[config.mk]
export PLATFORM = sky130hd
export DESIGN_NAME = du_program_loader
export DESIGN_NICKNAME = d
export VERILOG_FILES = /design/src/rtl/du_pkg.sv /design/src/rtl/du_word_packer.sv /design/src/rtl/du_program_loader.sv
export SDC_FILE = /design/constraint.sdc
export NUM_CORES = 1
export LEC_CHECK = 0
export CAP_MARGIN = 10
export CORE_ASPECT_RATIO = 0.7
export CORE_MARGIN = 10
export CORE_UTILIZATION = 58
export CTS_BUF_LIST = sky130_fd_sc_hd__clkbuf_4
export DETAILED_ROUTE_END_ITERATION = 8
export PLACE_DENSITY_LB_ADDON = 0.2
export SLEW_MARGIN = 10
export SYNTH_ARGS = -nofsm -noshare
export SYNTH_HDL_FRONTEND = slang
export SYNTH_SLANG_ARGS = --single-unit
[constraint.sdc]
create_clock -name i_clock -period 2.6 [get_ports i_clock]
set_input_delay 0.78 -clock i_clock [delete_from_list [all_inputs] [get_ports i_clock]]
set_output_delay 0.78 -clock i_clock [all_outputs]
set_load 0.03 [all_outputs]
[src/rtl/du_pkg.sv]
// ---------------------------------------------------------------------------
// du_pkg
// Shared constants for the debug-unit program loader: protocol bytes and the
// loader FSM state encoding (also shown on the debug LEDs through o_state).
// ---------------------------------------------------------------------------
package du_pkg;

    localparam logic [7:0] CMD_LOAD = 8'h4C;  // 'L'
    localparam logic [7:0] ACK      = 8'h06;
    localparam logic [7:0] NAK      = 8'h15;

    typedef enum logic [2:0] {
        ST_IDLE      = 3'd0,
        ST_LEN_HI    = 3'd1,
        ST_LEN_LO    = 3'd2,
        ST_DATA      = 3'd3,
        ST_CHECK     = 3'd4,
        ST_SEND_RESP = 3'd5,
        ST_WAIT_TX   = 3'd6
    } state_t;

endpackage

[src/rtl/du_word_packer.sv]
// ---------------------------------------------------------------------------
// du_word_packer
// Collects NB_DATA/NB_BYTE bytes, least-significant lane first, into one word.
//
// Ports:
//   i_clock, i_reset  clock and asynchronous active-low reset
//   i_clear           zero the lane index and word (start of a new load)
//   i_byte_valid      one-cycle strobe, i_byte_data is consumed this cycle
//   i_byte_data       incoming byte
//   o_word            word including the byte being consumed this cycle
//   o_word_valid      high when the consumed byte completes the word
//
// o_word/o_word_valid are combinational so the loader can register the
// memory write on the same edge that consumes the last byte.
// ---------------------------------------------------------------------------
module du_word_packer #(
    parameter int NB_DATA = 32,
    parameter int NB_BYTE = 8
) (
    input  logic               i_clock,
    input  logic               i_reset,
    input  logic               i_clear,
    input  logic               i_byte_valid,
    input  logic [NB_BYTE-1:0] i_byte_data,
    output logic [NB_DATA-1:0] o_word,
    output logic               o_word_valid
);

    localparam int LANES  = NB_DATA / NB_BYTE;
    localparam int NB_IDX = $clog2(LANES);

    logic [NB_DATA-1:0] word_q;
    logic [NB_IDX-1:0]  byte_idx;

    always_comb begin
        o_word = word_q;
        o_word[byte_idx*NB_BYTE +: NB_BYTE] = i_byte_data;
    end

    assign o_word_valid = i_byte_valid && (byte_idx == NB_IDX'(LANES - 1));

    // The index wraps naturally after the last lane; earlier lanes of the next
    // word are overwritten one by one, so no explicit clear between words.
    always_ff @(posedge i_clock or negedge i_reset) begin
        if (!i_reset) begin
            word_q   <= '0;
            byte_idx <= '0;
        end else if (i_clear) begin
            word_q   <= '0;
            byte_idx <= '0;
        end else if (i_byte_valid) begin
            word_q   <= o_word;
            byte_idx <= byte_idx + 1'b1;
        end
    end

endmodule

[src/rtl/du_program_loader.sv]
// ---------------------------------------------------------------------------
// du_program_loader
// Receives a load command from the UART receiver, writes the payload words
// into instruction memory at consecutive addresses starting at 0, checks an
// XOR checksum over all data bytes and answers with ACK (0x06) or NAK (0x15).
//
// Command format: 'L', count_hi, count_lo, count words x 4 bytes (LSB first),
// checksum byte.
//
// Ports:
//   i_clock, i_reset       clock, asynchronous active-low reset
//   i_rx_data, i_rx_done   received byte and its one-cycle strobe
//   i_tx_done              UART finished sending the response byte
//   o_tx_data, o_tx_start  response byte and one-cycle send request
//   o_imem_wr_en/addr/wr_data  instruction-memory write port
//   o_loading              load in progress (LEN_HI..CHECK)
//   o_load_done            one-cycle pulse after an ACK has been sent
//   o_error                last load failed (sticky until the next 'L')
//   o_state                FSM state for debug LEDs
//
// Handshake: every strobe (i_rx_done, i_tx_done, o_tx_start, o_imem_wr_en) is
// a single-cycle pulse with data valid in the same cycle; there is no ready
// or back-pressure, a strobe not wanted in the current state is dropped.
// ---------------------------------------------------------------------------
module du_program_loader
    import du_pkg::*;
#(
    parameter int NB_DATA  = 32,
    parameter int NB_BYTE  = 8,
    parameter int NB_ADDR  = 10,
    parameter int NB_STATE = 3
) (
    input  logic                i_clock,
    input  logic                i_reset,
    input  logic [NB_BYTE-1:0]  i_rx_data,
    input  logic                i_rx_done,
    input  logic                i_tx_done,
    output logic [NB_BYTE-1:0]  o_tx_data,
    output logic                o_tx_start,
    output logic                o_imem_wr_en,
    output logic [NB_ADDR-1:0]  o_imem_addr,
    output logic [NB_DATA-1:0]  o_imem_wr_data,
    output logic                o_loading,
    output logic                o_load_done,
    output logic                o_error,
    output logic [NB_STATE-1:0] o_state
);

    localparam int          NB_COUNT  = 2 * NB_BYTE;
    localparam int unsigned MAX_WORDS = 32'd1 << NB_ADDR;

    state_t              state;
    logic [NB_BYTE-1:0]  count_hi;
    logic [NB_COUNT-1:0] count;
    logic [NB_COUNT-1:0] len_word;
    // One extra bit so the counter can reach 2^NB_ADDR without wrapping.
    logic [NB_ADDR:0]    addr;
    logic [NB_ADDR:0]    addr_next;
    logic [NB_BYTE-1:0]  checksum;
    logic [NB_BYTE-1:0]  resp;

    logic                start_load;
    logic                pack_valid;
    logic [NB_DATA-1:0]  pack_word;
    logic                pack_word_valid;

    assign start_load = (state == ST_IDLE) && i_rx_done && (i_rx_data == CMD_LOAD);
    assign pack_valid = (state == ST_DATA) && i_rx_done;
    assign len_word   = {count_hi, i_rx_data};
    assign addr_next  = addr + 1'b1;
    assign o_state    = NB_STATE'(state);

    du_word_packer #(
        .NB_DATA (NB_DATA),
        .NB_BYTE (NB_BYTE)
    ) u_word_packer (
        .i_clock      (i_clock),
        .i_reset      (i_reset),
        .i_clear      (start_load),
        .i_byte_valid (pack_valid),
        .i_byte_data  (i_rx_data),
        .o_word       (pack_word),
        .o_word_valid (pack_word_valid)
    );

    always_ff @(posedge i_clock or negedge i_reset) begin
        if (!i_reset) begin
            state          <= ST_IDLE;
            count_hi       <= '0;
            count          <= '0;
            addr           <= '0;
            checksum       <= '0;
            resp           <= '0;
            o_tx_data      <= '0;
            o_tx_start     <= 1'b0;
            o_imem_wr_en   <= 1'b0;
            o_imem_addr    <= '0;
            o_imem_wr_data <= '0;
            o_loading      <= 1'b0;
            o_load_done    <= 1'b0;
            o_error        <= 1'b0;
        end else begin
            o_tx_start   <= 1'b0;
            o_imem_wr_en <= 1'b0;
            o_load_done  <= 1'b0;

            case (state)
                ST_IDLE: begin
                    if (start_load) begin
                        state     <= ST_LEN_HI;
                        o_loading <= 1'b1;
                        o_error   <= 1'b0;
                        checksum  <= '0;
                        addr      <= '0;
                    end
                end

                ST_LEN_HI: begin
                    if (i_rx_done) begin
                        count_hi <= i_rx_data;
                        state    <= ST_LEN_LO;
                    end
                end

                ST_LEN_LO: begin
                    if (i_rx_done) begin
                        count <= len_word;
                        if (32'(len_word) > MAX_WORDS) begin
                            // Payload would not fit: refuse before any write.
                            resp      <= NAK;
                            o_error   <= 1'b1;
                            o_loading <= 1'b0;
                            state     <= ST_SEND_RESP;
                        end else if (len_word == '0) begin
                            state <= ST_CHECK;
                        end else begin
                            state <= ST_DATA;
                        end
                    end
                end

                ST_DATA: begin
                    if (i_rx_done) begin
                        checksum <= checksum ^ i_rx_data;
                        if (pack_word_valid) begin
                            o_imem_wr_en   <= 1'b1;
                            o_imem_addr    <= addr[NB_ADDR-1:0];
                            o_imem_wr_data <= pack_word;
                            addr           <= addr_next;
                            if (32'(addr_next) == 32'(count)) begin
                                state <= ST_CHECK;
                            end
                        end
                    end
                end

                ST_CHECK: begin
                    if (i_rx_done) begin
                        o_loading <= 1'b0;
                        state     <= ST_SEND_RESP;
                        if (i_rx_data == checksum) begin
                            resp <= ACK;
                        end else begin
                            resp    <= NAK;
                            o_error <= 1'b1;
                        end
                    end
                end

                ST_SEND_RESP: begin
                    o_tx_data  <= resp;
                    o_tx_start <= 1'b1;
                    state      <= ST_WAIT_TX;
                end

                ST_WAIT_TX: begin
                    if (i_tx_done) begin
                        state <= ST_IDLE;
                        if (resp == ACK) begin
                            o_load_done <= 1'b1;
                        end
                    end
                end

                default: state <= ST_IDLE;
            endcase
        end
    end

endmodule

==> results of run 1 <==
## power groups by stage
| stage | Combinational (mW) | Clock (mW) | Sequential (mW) |
|---|---|---|---|
| finish | 3.06 | 1.73 | 3.07 |
| global placement | 2.94 | 0 | 3.04 |
| CTS | 3.07 | 1.74 | 3.06 |
| detailed placement | 3.05 | 0 | 3.09 |
| floorplan | 1.50 | 0 | 3.45 |
| global route | 3.32 | 1.83 | 3.14 |
## metal layers
layer | track usage [%] | vias to the layer above | part of all wire [%]
li1 | - | 2205 | -
met1 | 28.32 | 2399 | 45
met2 | 30.27 | 211 | 45
met3 | 7.436 | 20 | 8.9
met4 | 5.368 | 0 | 0.95
met5 | 0 | - | 0
## flip-flops by register name, indices dropped and copies added, names as in the netlist, 8 cells and up
register and count:
count_hi 8, count 16, u_word_packer.word_q 24, checksum 8, o_imem_wr_data 32, o_imem_addr 10
addr 11
## timing repair
action                     in CTS  in global routing
gates resized for setup         1                  1
gates cloned                    0                  0
setup endpoints to repair       1                  1
pin swaps                       0                  0
## logic make-up (layout without fill, tap and decap cells)
logic type / count (synthesis) / in the layout / share of synthesized area, %
AOI/OAI and AO/OA: 120 / 120 / 14.75
and+or+nand+nor: 211 / 211 / 16.83
xor gates and xnor gates: 23 / 23 / 3.412
other: 1 / 4 / 0.06353
buffers and inverters: 61 / 153 / 4.515
DFF: 125 / 125 / 52.99
muxes: 33 / 33 / 6.168
adders and majority gates: 6 / 6 / 1.272
## per-stage QoR
| step | instance area [µm²] | cells |
|---|---|---|
| floorplan | 5914 | 583 |
| global placement | 6887 | 771 |
| detailed placement | 6887 | 771 |
| CTS | 7257 | 803 |
| global route | 7259 | 803 |
| finish | 7259 | 803 |
## final timing paths
path / startpoint / end
min in group i_clock: resp[0]$_DFFE_PN0P_ / o_load_done$_DFF_PN0_
max in group asynchronous: i_reset / count[12]$_DFFE_PN0P_
setup reg to reg: addr[0]$_DFFE_PN0P_ / o_state[0]$_DFFE_PN0P_
setup / recovery: o_state[2]$_DFFE_PN0P_ / o_state[2]
hold / removal: i_reset / u_word_packer.word_q[10]$_DFFE_PN0P_
hold reg to reg: resp[0]$_DFFE_PN0P_ / o_load_done$_DFF_PN0_
## final cells by class
cell class                 instances  area, µm²
clock buffer                      17      127.6
sequential                       125       3128
clock inverter                    15      244.0
timing repair buffer             108       1022
tap                              128      160.2
inverter                          13      48.80
multi-input combinational        397       2529
fill                             688       2537
## cell usage in the layout (no fill, tap or decap), types with 8 or more instances in the layout
cell type / count
o21ai_0: 12
nand4_1: 8
xnor2_1: 11
mux2_2: 26
clkbuf_4: 17
inv_1: 11
clkdlybuf4s50_1: 62
a22oi_1: 25
xor2_1: 12
buf_4: 40
a221oi_1: 24
nor2_1: 86
dfrtp_1: 125
o21ai_1: 12
a21oi_1: 14
nand2_1: 66
==> impl_results.md, run 1 <==
- Total power: 7.852 mW
- Grt ovf: 0
- I/O pin cnt: 70
- Main flop type after synthesis: dfrtp_1
- Crit Path Category: flip-flop to output port
- Post-layout nets: 680
- Syn_area_per_cell: 10.18 µm²
- WL per Instance: 19.09 µm
- Most common cell in the netlist: dfrtp_1
- Worst IR Drop VDD: 0.7440 mV
- P_int: 4.818 mW
- N_diodes: 0
- Cell count after synthesis: 580
- Ys async rst share: 100.0%
- Total CTS buffers: 17
- Worst slew pin tran: 0.5645 ns
- Pre-CTS WS: -0.3671 ns
- Core outline area: 9797 µm²
- Tmin final: 2.478 ns
- Share of layout cells above drive strength 1: 16.74%
- # H-tree levels: 4
- Depth of the worst register-to-register path: 7
- Cell breakdown of the critical path: clkdlybuf4s50_1
- Tcrit/Tclk final: 95.31%
- Switching portion of total power: 38.64%
- Worst path depth: 1
- Final hold slack: 0.1954 ns
- ANT nets after route: 0
- Slowest CP cell: clkdlybuf4s50_1
- Most frequent cells after synthesis: dfrtp_1, nor2_1, nand2_1
- Final core utilization: 74.10%
- Total iterations of the first detailed-routing run: 6
- Switch Pwr: 3.034 mW
- Initial antenna violation count: 0
- CTS clk-pin slew, worst paths: 0.13 ns
- Final Max Slew Viols: 0
- First-pass GRT wire length: 25060 µm
- DR vias: 4835
- Synth area leader: dfrtp_1
- GP Congestion: 0.9275
- Final hold vios: 0
- EDFF count, synth: 0
- GR Util All Layers: 20.70%
- Count of cell types in the netlist: 65
- Worst-path maximum fanout: 6
- Mapped Area: 5903 µm²
- #FFs+latches synth: 125
- Clk root buf: clkbuf_4
- Max stage delay on crit path: 0.72 ns
- Hold Buf Count CTS: 0
- Final setup fails: 0
- Starting density of the core: 60.26%
- Data required, critical path: 1.82 ns
- CP Launch Type: flip-flop
- Site row count: 30
- HPWL after detailed placement: 10670 µm
- Pleak: 3.377 nW
- Post-CTS setup buffers: 0
- Status: finished clean
- Aggregate routed wire length: 15330 µm
- WP buf/inv: 1
- Die Y: 104.4 µm
- Largest net degree at the start of global routing: 54
- Clk Latency, worst-skew pair: 0.54 ns
- # DRC: 0
- P&R area growth vs syn: 22.98%
- Die area: 14680 µm²
- Max Clk Rate: 0.4035 GHz
- Final WS setup: 0.1220 ns
- Max cap viols: 0
- Setup TNS: 0 ns
- Sequential power share: 39.1%
- Skew final: 0.01739 ns
- Worst hold path class: primary input to asynchronous set/reset pin
- Clk sinks: 125
- Unrepaired setup endpoints after global routing: false
- Crit path capture type: output port
- Clock share of power: 22.0%
- Via/cell ratio: 6.021
- Initial drt markers: 446
- Number of port buffers: 65
- Vias in the first global route: 4890
- Slew headroom: 61.84%
- Synth area leaders: dfrtp_1, nor2_1, mux2_2
- CTS tree: built
- Ratio of total power to cell area: 1082 nW/µm²
- R2R Setup Slk: 0.22 ns
- Clk buf depth: 2
- Die Width: 140.6 µm
- Gate power share: 39.0%
- Sequential share of the synthesized area: 52.99%
- Data arrival, critical path: 1.70 ns
- Syn. warnings: 0
- Crit path max-delay family: buffers and inverters
- Yosys top cell area share: 52.99%
Note: power is estimated with default switching activity, not from simulation.
==> run 2, diff against run 1 <==
--- a/config.mk
+++ b/config.mk
@@ -5,8 +5,8 @@
 export SDC_FILE = /design/constraint.sdc
 export NUM_CORES = 1
 export LEC_CHECK = 0
-export CAP_MARGIN = 10
-export CORE_ASPECT_RATIO = 0.7
+export CAP_MARGIN = 20
+export CORE_ASPECT_RATIO = 1.2
 export CORE_MARGIN = 10
 export CORE_UTILIZATION = 58
 export CTS_BUF_LIST = sky130_fd_sc_hd__clkbuf_4
==> impl_results.md, run 2 (synthesis results as in run 1) <==
- Cell breakdown of the critical path: clkdlybuf4s50_1
- Final core utilization: 70.95%
- Post-CTS setup buffers: 0
- End point of the critical path: o_state[1]
- Number of port buffers: 65
- Pre-CTS WS: -0.2986 ns
- Worst path depth: 1
- Tmin final: 2.388 ns
- Slowest CP cell: clkdlybuf4s50_1
- WL per Instance: 18.31 µm
- Worst IR Drop VDD: 0.6423 mV
- Max cap viols: 0
- GR Util All Layers: 19.85%
- Setup TNS: 0 ns
- CP Launch Type: flip-flop
- Site row count: 40
- Vias in the first global route: 4658
- Grt ovf: 0
- Switching portion of total power: 39.95%
- Final Max Slew Viols: 0
- Sequential power share: 41.9%
- Crit path max-delay family: buffers and inverters
- Initial drt markers: 438
- Slew headroom: 61.70%
- Pleak: 3.284 nW
- R2R Path End: checksum[4]$_DFFE_PN0P_
- Final setup fails: 0
- Worst slew pin tran: 0.5665 ns
- CTS clk-pin slew, worst paths: 0.11 ns
- Worst-path maximum fanout: 4
- Post-route insts no fill: 794
- P_int: 4.346 mW
- Clk buf depth: 2
- Worst hold path class: primary input to asynchronous set/reset pin
- Via/cell ratio: 5.957
- # H-tree levels: 4
- Commonest cells after routing, fill and taps aside: dfrtp_1, nor2_1, nand2_1
- Aggregate routed wire length: 14540 µm
- P&R area growth vs syn: 19.71%
- Post-layout nets: 674
- Depth of the worst register-to-register path: 6
- First-pass GRT wire length: 23540 µm
- Clk Latency, worst-skew pair: 0.53 ns
- Clock share of power: 15.9%
- Clk root buf: clkbuf_4
- DR vias: 4730
- Footprint of the multi-input gates: 2529 µm²
- Die area: 14630 µm²
- Max stage delay on crit path: 0.69 ns
- CTS tree: built
- Total iterations of the first detailed-routing run: 6
- Hold Buf Count CTS: 0
- Placed insts: 763
- Final hold vios: 0
- Sequential Area: 3128 µm²
- Data required, critical path: 1.82 ns
- Final WS setup: 0.2118 ns
- R2R Setup Slk: 0.36 ns
- Status: finished clean
- ANT nets after route: 0
- Worst r2r src: o_state[0]$_DFFE_PN0P_
- Top Registers: o_imem_wr_data x32, u_word_packer.word_q x24, count x16
- Fillers: 762
- Switch Pwr: 2.891 mW
- Starting density of the core: 59.27%
- Largest net degree at the start of global routing: 49
- Total CTS buffers: 17
- GP Congestion: 0.8908
- Die Width: 112.1 µm
- Crit path capture type: output port
- Gate power share: 42.1%
- Ratio of total power to cell area: 1024 nW/µm²
- Skew final: 0.02033 ns
- Commonest non-fill, non-tap cell in the layout: dfrtp_1
- Initial antenna violation count: 1
- CP startpoint: o_state[1]$_DFFE_PN0P_
- Core outline area: 9960 µm²
- Data arrival, critical path: 1.61 ns
- # DRC: 0
- Unrepaired setup endpoints after global routing: false
- Final hold slack: 0.2031 ns
- HPWL after detailed placement: 10180 µm
- Tcrit/Tclk final: 91.85%
- Register name with the most flops: o_imem_wr_data
- I/O pin cnt: 70
- Max reg flops: 32
- Share of layout cells above drive strength 1: 15.44%
- WP buf/inv: 1
- Clk sinks: 125
- Die Y: 130.5 µm
- Max Clk Rate: 0.4187 GHz
- Crit Path Category: flip-flop to output port
run 2: per-layer routing:
layer,vias up,global-route usage (%),part of all wire [%],routed length (µm)
met4,0,7.399,1.6,239
met3,23,6.065,6.1,887
met5,-,0,0,0
li1,2200,-,-,-
met2,164,34.46,52,7581
met1,2343,22.65,40,5832
run 2: power by group through the flow:
stage	Combinational, mW	Sequential, mW	Clock [mW]
detailed placement	3.06	3.06	0
global placement	2.98	3.03	0
floorplan	1.50	3.45	0
finish	3.05	3.03	1.15
CTS	3.07	3.03	1.18
global route	3.32	3.11	1.27
run 2: per-stage QoR:
step / area (µm²) / power (mW)
2_1_floorplan: 5914 / 4.945
3_3_place_gp: 6839 / 6.002
3_5_place_dp: 6839 / 6.125
4_1_cts: 7064 / 7.281
5_1_grt: 7067 / 7.695
6_report: 7067 / 7.237
run 2: layout make-up:
class / count / share of cell area (%)
clock buffers: 20 / 2.125
inverters: 13 / 0.6905
diodes: 1 / 0.03541
well taps: 126 / 2.231
flip-flops and latches: 125 / 44.26
repair buffers: 102 / 13.79
clock inverters: 10 / 1.080
multi-input cells: 397 / 35.78
run 2: timing repair:
action | 4_1_cts | 5_1_grt
endpoints found under the setup margin | 1 | 0
hold endpoints to repair | 0 | 0
gates resized for setup | 1 | 0
run 2: how the worst min path moves through the flow:
stage | startpoint | endpoint | slack, ns | cells past startpoint
after floorplan | resp[0]$_DFFE_PN0P_ | o_load_done$_DFF_PN0_ | 0.41 | 1
after global placement | resp[0]$_DFFE_PN0P_ | o_load_done$_DFF_PN0_ | 0.42 | 1
after detailed placement | resp[0]$_DFFE_PN0P_ | o_load_done$_DFF_PN0_ | 0.43 | 1
after CTS | i_reset | o_tx_data[1]$_DFFE_PN0P_ | 0.20 | 1
after global routing | i_reset | o_imem_wr_en$_DFF_PN0_ | 0.20 | 1
final | i_reset | o_tx_data[1]$_DFFE_PN0P_ | 0.20 | 1
==> run 3, diff against run 2 <==
--- a/config.mk
+++ b/config.mk
@@ -12,7 +12,7 @@
 export CTS_BUF_LIST = sky130_fd_sc_hd__clkbuf_4
 export DETAILED_ROUTE_END_ITERATION = 8
 export PLACE_DENSITY_LB_ADDON = 0.2
-export SLEW_MARGIN = 10
+export SLEW_MARGIN = 20
 export SYNTH_ARGS = -nofsm -noshare
 export SYNTH_HDL_FRONTEND = slang
 export SYNTH_SLANG_ARGS = --single-unit
==> results of run 3 <==
Same layout as run 2: the final DEF is identical, and so are final timing and power.
